$ cat config.mk
export PLATFORM = sky130hd
export DESIGN_NAME = char_buffer_writer
export DESIGN_NICKNAME = d
export VERILOG_FILES = /design/src/rtl/char_buffer_writer.sv
export SDC_FILE = /design/constraint.sdc
export NUM_CORES = 1
export LEC_CHECK = 0
export ABC_CLOCK_PERIOD_IN_PS = 4100
export BUFFER_PORTS_ARGS = -buffer_cell sky130_fd_sc_hd__buf_2
export CAP_MARGIN = 20
export CORE_ASPECT_RATIO = 1.25
export CORE_MARGIN = 5
export CORE_UTILIZATION = 45
export DETAILED_ROUTE_END_ITERATION = 10
export PLACE_DENSITY_LB_ADDON = 0.12
export SYNTH_ARGS = -nofsm -noshare
export SYNTH_HDL_FRONTEND = slang
export SYNTH_SLANG_ARGS = --single-unit
export TNS_END_PERCENT = 50
$ cat constraint.sdc
create_clock -name clk -period 4.1 [get_ports clk]
set_input_delay 0.82 -clock clk [delete_from_list [all_inputs] [get_ports clk]]
set_output_delay 0.82 -clock clk [all_outputs]
set_load 0.005 [all_outputs]
$ cat src/rtl/char_buffer_writer.sv
// ---------------------------------------------------------------------------
// char_buffer_writer
//
// Terminal-style writer for the circular ROWS x COLS character buffer that the
// on-screen text display reads. Printable bytes are written at the cursor.
// CR, LF and BS move the cursor. Writing past the last column wraps to the
// next line. A newline on the bottom row scrolls the screen: the new line is
// blanked, and first_char moves on by one row through the circular buffer.
//
// Optional build macro: CHAR_BUFFER_WRITER_FORMFEED_EN
//   When it is defined, byte 0x0C (form feed) clears the whole buffer and
//   homes the cursor. When it is undefined, 0x0C is ignored like any other
//   unknown byte.
//
// Ports:
//   clk                  system clock, rising edge
//   reset_n              synchronous active-low reset
//   in_data/in_valid     input byte stream
//   in_ready             byte accepted when in_valid && in_ready
//   char_buffer_address  write address into the character buffer
//   char_buffer_data     write data
//   char_buffer_we       one-cycle write strobe
//   cursor_x/cursor_y    cursor position on screen (row 0 = top)
//   cursor_blink_on      blink phase, toggles every BLINK_DIV cycles
//   first_char           buffer address of the top-left screen cell
//   busy                 high while a full clear or a scroll clear is running
// ---------------------------------------------------------------------------
module char_buffer_writer #(
  parameter int          ROWS       = 24,
  parameter int          COLS       = 80,
  parameter int          ROW_BITS   = 5,
  parameter int          COL_BITS   = 7,
  parameter int          ADDR_BITS  = 11,
  parameter logic [23:0] BLINK_DIV  = 24'd12_500_000,
  parameter logic [7:0]  BLANK_CHAR = 8'h20
) (
  input  logic                 clk,
  input  logic                 reset_n,
  input  logic [7:0]           in_data,
  input  logic                 in_valid,
  output logic                 in_ready,
  output logic [ADDR_BITS-1:0] char_buffer_address,
  output logic [7:0]           char_buffer_data,
  output logic                 char_buffer_we,
  output logic [COL_BITS-1:0]  cursor_x,
  output logic [ROW_BITS-1:0]  cursor_y,
  output logic                 cursor_blink_on,
  output logic [ADDR_BITS-1:0] first_char,
  output logic                 busy
);

  localparam int TOTAL = ROWS * COLS;

  // The clear index carries one extra bit so that it can reach TOTAL itself.
  localparam logic [ADDR_BITS:0]   TOTAL_IDX = (ADDR_BITS+1)'(TOTAL);
  localparam logic [ADDR_BITS:0]   COLS_IDX  = (ADDR_BITS+1)'(COLS);
  localparam logic [ADDR_BITS:0]   ONE_IDX   = (ADDR_BITS+1)'(1);
  localparam logic [ADDR_BITS-1:0] COLS_A    = ADDR_BITS'(COLS);
  localparam logic [ADDR_BITS-1:0] LAST_LINE = ADDR_BITS'(TOTAL - COLS);
  localparam logic [COL_BITS-1:0]  LAST_COL  = COL_BITS'(COLS - 1);
  localparam logic [COL_BITS-1:0]  ONE_X     = COL_BITS'(1);
  localparam logic [ROW_BITS-1:0]  LAST_ROW  = ROW_BITS'(ROWS - 1);
  localparam logic [ROW_BITS-1:0]  ONE_Y     = ROW_BITS'(1);
  localparam logic [23:0]          BLINK_TOP = BLINK_DIV - 24'd1;

  localparam logic [1:0] S_CLEAR_ALL = 2'd0;
  localparam logic [1:0] S_IDLE      = 2'd1;
  localparam logic [1:0] S_WRITE     = 2'd2;
  localparam logic [1:0] S_SCROLL    = 2'd3;

  logic [1:0]           state_reg,      state_next;
  logic [ADDR_BITS:0]   idx_reg,        idx_next;
  logic [COL_BITS-1:0]  cursor_x_reg,   cursor_x_next;
  logic [ROW_BITS-1:0]  cursor_y_reg,   cursor_y_next;
  logic [ADDR_BITS-1:0] line_base_reg,  line_base_next;
  logic [ADDR_BITS-1:0] first_char_reg, first_char_next;
  logic [ADDR_BITS-1:0] addr_reg,       addr_next;
  logic [7:0]           data_reg,       data_next;
  logic                 we_reg,         we_next;
  logic                 in_ready_reg,   in_ready_next;
  logic                 busy_reg,       busy_next;
  logic [23:0]          blink_cnt_reg;
  logic                 blink_reg;

  logic                 newline;
  logic [ADDR_BITS-1:0] line_base_adv;
  logic [ADDR_BITS-1:0] first_char_adv;
  logic [ADDR_BITS-1:0] cursor_addr;

  // line_base and first_char are always whole-row multiples below TOTAL.
  // Advancing them only needs a compare against the last row, not a modulo.
  assign line_base_adv  = (line_base_reg  == LAST_LINE) ? '0 : line_base_reg  + COLS_A;
  assign first_char_adv = (first_char_reg == LAST_LINE) ? '0 : first_char_reg + COLS_A;
  assign cursor_addr    = line_base_reg + ADDR_BITS'(cursor_x_reg);

  always_comb begin
    state_next      = state_reg;
    idx_next        = idx_reg;
    cursor_x_next   = cursor_x_reg;
    cursor_y_next   = cursor_y_reg;
    line_base_next  = line_base_reg;
    first_char_next = first_char_reg;
    addr_next       = addr_reg;
    data_next       = data_reg;
    we_next         = 1'b0;
    in_ready_next   = in_ready_reg;
    busy_next       = busy_reg;
    newline         = 1'b0;

    case (state_reg)
      S_CLEAR_ALL: begin
        if (idx_reg < TOTAL_IDX) begin
          we_next   = 1'b1;
          addr_next = idx_reg[ADDR_BITS-1:0];
          data_next = BLANK_CHAR;
          idx_next  = idx_reg + ONE_IDX;
        end else begin
          // Homing here is a no-op after reset.
          // It finishes a form-feed clear.
          state_next      = S_IDLE;
          in_ready_next   = 1'b1;
          busy_next       = 1'b0;
          cursor_x_next   = '0;
          cursor_y_next   = '0;
          line_base_next  = '0;
          first_char_next = '0;
        end
      end

      S_IDLE: begin
        if (in_ready_reg && in_valid) begin
          // Every accepted byte drops in_ready for at least one cycle.
          in_ready_next = 1'b0;
          if (in_data >= 8'h20 && in_data <= 8'h7E) begin
            state_next = S_WRITE;
            we_next    = 1'b1;
            addr_next  = cursor_addr;
            data_next  = in_data;
          end else begin
            case (in_data)
              8'h0D: cursor_x_next = '0;
              8'h0A: newline = 1'b1;
              8'h08: begin
                if (cursor_x_reg != '0) cursor_x_next = cursor_x_reg - ONE_X;
              end
`ifdef CHAR_BUFFER_WRITER_FORMFEED_EN
              8'h0C: begin
                state_next = S_CLEAR_ALL;
                idx_next   = '0;
                busy_next  = 1'b1;
              end
`endif
              default: ;
            endcase
          end
        end else begin
          in_ready_next = 1'b1;
        end
      end

      S_WRITE: begin
        state_next    = S_IDLE;
        in_ready_next = 1'b1;
        if (cursor_x_reg == LAST_COL) begin
          cursor_x_next = '0;
          newline       = 1'b1;
        end else begin
          cursor_x_next = cursor_x_reg + ONE_X;
        end
      end

      S_SCROLL: begin
        if (idx_reg < COLS_IDX) begin
          we_next   = 1'b1;
          addr_next = line_base_reg + idx_reg[ADDR_BITS-1:0];
          data_next = BLANK_CHAR;
          idx_next  = idx_reg + ONE_IDX;
        end else begin
          state_next      = S_IDLE;
          in_ready_next   = 1'b1;
          busy_next       = 1'b0;
          first_char_next = first_char_adv;
        end
      end

      default: state_next = S_CLEAR_ALL;
    endcase

    if (newline) begin
      line_base_next = line_base_adv;
      if (cursor_y_reg < LAST_ROW) begin
        cursor_y_next = cursor_y_reg + ONE_Y;
      end else begin
        // The bottom row scrolls. Blanking of the recycled row starts in the
        // next cycle at its column 0. The remaining columns follow in
        // S_SCROLL, so the scroll clear has no bubble cycle.
        state_next    = S_SCROLL;
        busy_next     = 1'b1;
        in_ready_next = 1'b0;
        we_next       = 1'b1;
        addr_next     = line_base_adv;
        data_next     = BLANK_CHAR;
        idx_next      = ONE_IDX;
      end
    end
  end

  always_ff @(posedge clk) begin
    if (!reset_n) begin
      state_reg      <= S_CLEAR_ALL;
      idx_reg        <= '0;
      cursor_x_reg   <= '0;
      cursor_y_reg   <= '0;
      line_base_reg  <= '0;
      first_char_reg <= '0;
      addr_reg       <= '0;
      data_reg       <= BLANK_CHAR;
      we_reg         <= 1'b0;
      in_ready_reg   <= 1'b0;
      busy_reg       <= 1'b1;
    end else begin
      state_reg      <= state_next;
      idx_reg        <= idx_next;
      cursor_x_reg   <= cursor_x_next;
      cursor_y_reg   <= cursor_y_next;
      line_base_reg  <= line_base_next;
      first_char_reg <= first_char_next;
      addr_reg       <= addr_next;
      data_reg       <= data_next;
      we_reg         <= we_next;
      in_ready_reg   <= in_ready_next;
      busy_reg       <= busy_next;
    end
  end

  // The blink timer runs in every state. Only reset touches it.
  always_ff @(posedge clk) begin
    if (!reset_n) begin
      blink_cnt_reg <= '0;
      blink_reg     <= 1'b0;
    end else if (blink_cnt_reg == BLINK_TOP) begin
      blink_cnt_reg <= '0;
      blink_reg     <= ~blink_reg;
    end else begin
      blink_cnt_reg <= blink_cnt_reg + 24'd1;
    end
  end

  assign in_ready            = in_ready_reg;
  assign char_buffer_address = addr_reg;
  assign char_buffer_data    = data_reg;
  assign char_buffer_we      = we_reg;
  assign cursor_x            = cursor_x_reg;
  assign cursor_y            = cursor_y_reg;
  assign cursor_blink_on     = blink_reg;
  assign first_char          = first_char_reg;
  assign busy                = busy_reg;

endmodule
## Yosys cells after proc, flatten, opt, wreduce, memory -nomap -nowiden

Index checks and enable logic that the tools add are counted.

- Flip-flop bits (word level): 95
- Input bits: 11
- Output and inout bits: 46
- Word-level logic and storage cells: 124

- Add/subtract/negate cells: 9
- Magnitude comparators: 5
- Equality and inequality tests: 17
- Multiplexer cells: 67
- Bitwise operators: 2
- Reductions and logical operators: 11

Operators by type and width:

| operator | number |
|---|---|
| $mux 11 | 12 |
| $mux 12 | 4 |
| $mux 8 | 6 |
| $mux 7 | 5 |
| $pmux 11 s3 | 1 |
| $add 24x1->24 const B | 1 |
| $eq 24x24->1 const B | 1 |
| $eq 8x4->1 const B | 3 |
| $pmux 12 s2 | 1 |
| $pmux 8 s3 | 1 |
| $add 11x7->11 const B | 2 |
| $eq 11x11->1 const B | 2 |
| $pmux 11 s2 | 1 |
| $pmux 7 s3 | 1 |
| $mux 5 | 4 |
| $mux 1 | 19 |
| $pmux 7 s2 | 1 |
| $add 12x1->12 const B | 1 |
| $lt 12x11->1 const B | 1 |
| $lt 12x7->1 const B | 1 |
| $mux 2 | 6 |
| $add 11x11->11 | 1 |
| $add 11x7->11 | 1 |
| $ne 2x2->1 const B | 5 |
| 25 further kinds | 30 |

## Longest topological paths before layout

- Depth after elaboration: 7
- Depth in mapped cells: 10
- Mapped depth without buffers: 9

## Least setup slack after synthesis

Ideal clock, no wire load.

- Path type: in2reg
- Start point: input port in_data[4]
- End point: register cursor_x_reg[2] (netlist: cursor_x[2])
- Setup time: 0.089 ns
- Arrival time: 2.382 ns
- Required time: 4.011 ns
- Slack: 1.630 ns
- Stages: 7
- Path buffers: 1
- Path through: nor4_2 > nand3b_1 > a2111oi_2 > o21a_1 > buf_4 > mux2_4 > a311oi_2

- Cells in the longest elaborated chain, start to end: 5
- Elaborated cells on any way between the ends: 13
- Classes of those cells: order compare (2); eq/ne (5); mux (4); reduce/logical (2)

Ends and longest elaborated chain:

| item | line | text |
|---|---|---|
| start: declaration | 39 | `input logic [7:0] in_data,` |
| branches (longest 5 deep; another with $ge 8x6->1) | -- |  |
| end signal: assignment | 224 | `cursor_x_reg <= cursor_x_next;` |
| end: declaration | 73 | `logic [COL_BITS-1:0] cursor_x_reg, cursor_x_next;` |

Several ways; the timed one is not identified. The select of a mux whose other input is x is not followed.
A chain may end at the register's enable or synchronous reset.

## Worst setup path in the final report

- Start point: register state_reg[0]
- End point: register data_reg[5] (netlist: char_buffer_data[5])

- Cells in the longest elaborated chain, start to end: 4
- Elaborated cells on any way between the ends: 8
- Classes of those cells: eq/ne (3); mux (4); reduce/logical (1)

Ends and longest elaborated chain:

| item | line | text |
|---|---|---|
| start: declaration | 71 | `logic [1:0] state_reg, state_next;` |
| start signal: assignment | 222 | `state_reg <= state_next;` |
| $eq 2x2->1 (tied with other cells) | 110 | `case (state_reg)` |
| $pmux 8 s3 | 110 |  |
| $mux 8 | 191 | `if (cursor_y_reg < LAST_ROW) begin` |
| $mux 8 * | 189 | `if (newline) begin` |
| end signal: assignment | 229 | `data_reg <= data_next;` |
| end: declaration | 78 | `logic [7:0] data_reg, data_next;` |

Mark *: on every way between the ends. The rest lies on a longest branch, timed or not.

==> flow_results.org <==
** Clock tree
- Buffers inserted during clock tree synthesis total 9.
- TritonCTS built the clock tree.
- The clock tree synthesis step divided the H-tree into 3 levels.
- Worst-skew pair later-pin latency :: 0.36 ns
- Buffers added to address setup during post-CTS repair amount to 0.
- In this run, post-CTS repair resized a total of 0 instances.
- The clock passes through at most 2 buffers.
- In this run the clock root is driven by a sky130_fd_sc_hd__clkbuf_16.
- For this design, the sink count on the clock tree is 91.
- Cts hold-fix bufs :: 0
- Clock-pin slew of the registers on the worst-case setup and hold paths :: 0.07 ns

** Route
- Count of antenna-violating nets left after detailed routing :: 0
- Number of remaining DRC errors :: 0
- Number of detailed-routing iterations run before antenna repair :: 5
- Using the TritonRoute via totals, the vias-per-cell ratio works out to 6.09.
- Wire per inst :: 18.9 um
- Detailed router's first-iteration violation count :: 345
- Final wirelength :: 17.1 mm
- The routed layout has 5511 vias.

** Timing
- Tightest slew margin relative to the limit :: 0.411
- At the pin with the least slew margin, the transition time is 0.883 ns.
- Timing would allow up to 312 MHz.
- Final period util :: 0.781
- In the final timing run, aggregate negative setup slack is 0 ns.
- Max Transition Viols Final :: 0
- RSZ-0062 raised after global routing :: false
- Hold is met by 0.464 ns.
- Fin Clk Skew :: 0.00830 ns
- Final setup vio count :: 0
- The number of hold violations in the final report is 0.
- Post-layout min period :: 3.20 ns

** Yosys
- Leading area contributor after synthesis :: sky130_fd_sc_hd__dfxtp_1
- Portion of synthesized cell area occupied by the leading cell type :: 0.320
- Count of different cell masters after synthesis :: 85
- The synthesized netlist occupies a cell area of 0.00570 sq mm.
- Sequential area share after synthesis :: 0.320
- Flop and latch count out of synthesis :: 91
- Sorting the synthesized cells by area gives the leading types as sky130_fd_sc_hd__dfxtp_1 32%, sky130_fd_sc_hd__ha_1 6.4%, sky130_fd_sc_hd__nor2_1 5.2%.
- In the synthesized netlist, the number of instances is 699.
- Ys async rst share :: 0
- Number of enable-type register cells in the synthesized netlist :: 0
- Yosys Warn Count :: 0
- Dominant register cell in the synthesized netlist :: sky130_fd_sc_hd__dfxtp_1
- The average instance in the mapped netlist occupies 8.16 sq um.

** Run status
- The flow ran to the end, and the final reports show no timing, DRC or antenna violations.

** Floorplanning
- The floorplan step set the die width to 111 um.
- Initial Utilization :: 0.454
- The region available for standard cell placement spans 0.0125 sq mm.
- In this run the count of I/O pins placed on the die edge is 57.
- # rows :: 46
- The floorplan step defined a die boundary enclosing 0.0150 sq mm.
- Die H :: 136 um

** Placement
- In this run the tool buffered the top-level ports with 52 buffer cells.
- The HPWL after detailed placement is 12.6 mm.
- At the end of routability-driven placement, the weighted congestion stood at 0.878.
- Cell count after placement :: 889

** Cells and area
- In the final layout, the multi-input gates occupy 0.00364 sq mm.
- Most used cells in the layout excluding fill and tap cells :: 91 x sky130_fd_sc_hd__dfxtp_1, 79 x sky130_fd_sc_hd__nor2_1, 63 x sky130_fd_sc_hd__nand2_1, 52 x sky130_fd_sc_hd__buf_2, 50 x sky130_fd_sc_hd__a21oi_1
- In the final layout, the share of cells above drive strength 1 is 0.125.
- Once layout is complete, the utilization of the core stands at 0.504.
- The filler cells instantiated in the layout total 1260.
- Layout Nets :: 774
- 0 antenna diodes ended up in the layout.
- The library cell used most frequently in the layout, excluding fill and tap cells, is sky130_fd_sc_hd__dfxtp_1.
- Final cell count without fillers :: 905
- Flip-flop count of the largest register, all copies and words added :: 24
- Registers take 0.00182 sq mm.
- Relative to the synthesized area, the layout overhead comes to 10.9%.

** Worst setup path
- The startpoint identified for the worst register-to-register timing path is state_reg[0].
- At the worst endpoint, the required time is 4.35 ns.
- The critical path is of the reg -> reg type.
- Largest fanout of any net on the critical path :: 21
- In this run the critical register-to-register path is captured at char_buffer_data[5].
- Cell count of the worst reg-to-reg path :: 8
- For the worst setup path, the data arrival time is 3.45 ns.
- In this run the register-to-register setup slack is 0.90 ns.
- Type of element capturing the critical path :: register
- STA classifies the critical path startpoint as a register.

** Global routing
- Antenna violations before repair :: 0
- The number of global-route vias before repair was 5358.
- For this run, global-route usage on met3 was measured as 0.0441.
- met2 is the most crowded layer.
- The first global-routing pass estimated 27.7 mm of wire.
- For this run, the total global-route usage over all layers was measured as 0.228.
- GR met1 Demand/Resource :: 0.276
- Entering global routing, the biggest net connects 25 pins.
- For met2 alone, demand over resource in global routing was 0.397.
- Total congestion overflow :: 0

** Min path
- The min-delay analysis places its worst path in the category reg -> reg.
- The worst hold path passes through 2 cells.
- Source of the worst hold timing path :: busy
- The path with the worst hold slack has its endpoint at busy.

** Pwr
- VDD sags by at most 0.170 mV.
- Pwr dens :: 303 mW/mm^2
- Summed over all cells, the static leakage comes to 0.00245 uW.

** Job
- The tool flagged a number of max-cap violations equal to 0.
## cell type report
type	count	area share
Multi-Input combinational cell	558	0.577
Sequential cell	91	0.288
Timing Repair Buffer	55	0.0447
Clock buffer	9	0.0356
Tap cell	168	0.0333
Clock inverter	7	0.0115
Inverter	17	0.0101
## cell families after synthesis
| logic type | Yosys count | share of synthesized area |
|---|---|---|
| simple gates | 275 | 0.249 |
| compound gates | 199 | 0.239 |
| flops | 91 | 0.320 |
| buf+inv | 53 | 0.0432 |
| xor+xnor | 41 | 0.0630 |
| fa+ha+maj | 31 | 0.0707 |
| mux | 8 | 0.0154 |
| other cells | 1 | 0.000658 |
## routing by layer
metal / vias to the layer above / part of all wire
met4: 0 / 0.029
li1: 2650 / -
met1: 2645 / 0.42
met2: 182 / 0.49
met5: - / 0
met3: 34 / 0.052
## critical path, cell delays in order, from the launching register on
cell and delay (ns):
sky130_fd_sc_hd__dfxtp_1 0.37, sky130_fd_sc_hd__inv_1 0.09, sky130_fd_sc_hd__ha_1 0.52, sky130_fd_sc_hd__and3_1 0.30
sky130_fd_sc_hd__and4_1 0.24, sky130_fd_sc_hd__o21ai_1 0.39, sky130_fd_sc_hd__buf_4 0.25, sky130_fd_sc_hd__nand2_1 0.49
sky130_fd_sc_hd__a211o_1 0.43
## per-stage QoR
step                      area, sq um  power (uW)  setup slack, ns
after floorplan                  5710        1040             1.63
after global placement           6020        1090             1.08
after detailed placement         6020        1090            0.927
after CTS                        6320        1920            0.914
after global routing             6320        1990            0.731
final                            6320        1920            0.898
## power by group
group	internal, uW	switching, uW	total [uW]
Combinational	51.8	108	160
Clock	429	410	840
Sequential	899	18.4	917
## worst max-delay path by stage
stage	start	end	slack [ns]	cells after the start
final	state_reg[0]	char_buffer_data[5]	0.90	8
after global routing	state_reg[1]	char_buffer_address[6]	0.73	8
after CTS	state_reg[0]	char_buffer_data[5]	0.91	8
after detailed placement	state_reg[0]	char_buffer_address[6]	0.93	8
after global placement	state_reg[0]	char_buffer_data[5]	1.08	8
after floorplan	in_data[4]	cursor_x[2]	1.63	7
## Yosys cell counts (4+ instances only)
| cell type | instances |
|---|---|
| sky130_fd_sc_hd__nand2_1 | 63 |
| sky130_fd_sc_hd__and3_1 | 9 |
| sky130_fd_sc_hd__a21oi_1 | 50 |
| sky130_fd_sc_hd__clkbuf_1 | 16 |
| sky130_fd_sc_hd__inv_1 | 15 |
| sky130_fd_sc_hd__o211ai_1 | 7 |
| sky130_fd_sc_hd__o21ai_1 | 13 |
| sky130_fd_sc_hd__nor3b_1 | 4 |
| sky130_fd_sc_hd__o31ai_1 | 4 |
| sky130_fd_sc_hd__nand3b_1 | 6 |
| sky130_fd_sc_hd__nor4_1 | 6 |
| sky130_fd_sc_hd__nand4_1 | 13 |
| sky130_fd_sc_hd__ha_1 | 29 |
| sky130_fd_sc_hd__nor3_1 | 9 |
| sky130_fd_sc_hd__and4_1 | 9 |
| sky130_fd_sc_hd__buf_2 | 11 |
| sky130_fd_sc_hd__nor2_1 | 79 |
| sky130_fd_sc_hd__nand2b_1 | 5 |
| sky130_fd_sc_hd__dfxtp_1 | 91 |
| sky130_fd_sc_hd__or3_1 | 9 |
| sky130_fd_sc_hd__a22oi_1 | 7 |
| sky130_fd_sc_hd__a211oi_1 | 4 |
| sky130_fd_sc_hd__o221ai_1 | 6 |
| sky130_fd_sc_hd__o21a_1 | 6 |
| sky130_fd_sc_hd__nor2b_1 | 7 |
| sky130_fd_sc_hd__a21o_1 | 6 |
| sky130_fd_sc_hd__and2_1 | 10 |
| sky130_fd_sc_hd__xor2_1 | 23 |
| sky130_fd_sc_hd__buf_4 | 7 |
| sky130_fd_sc_hd__a31oi_1 | 6 |
| sky130_fd_sc_hd__a221oi_1 | 8 |
| sky130_fd_sc_hd__o21ai_0 | 40 |
| sky130_fd_sc_hd__xnor2_1 | 18 |
| sky130_fd_sc_hd__nand3_1 | 25 |
| sky130_fd_sc_hd__mux2i_1 | 5 |
(Power assumes the default switching activity.)
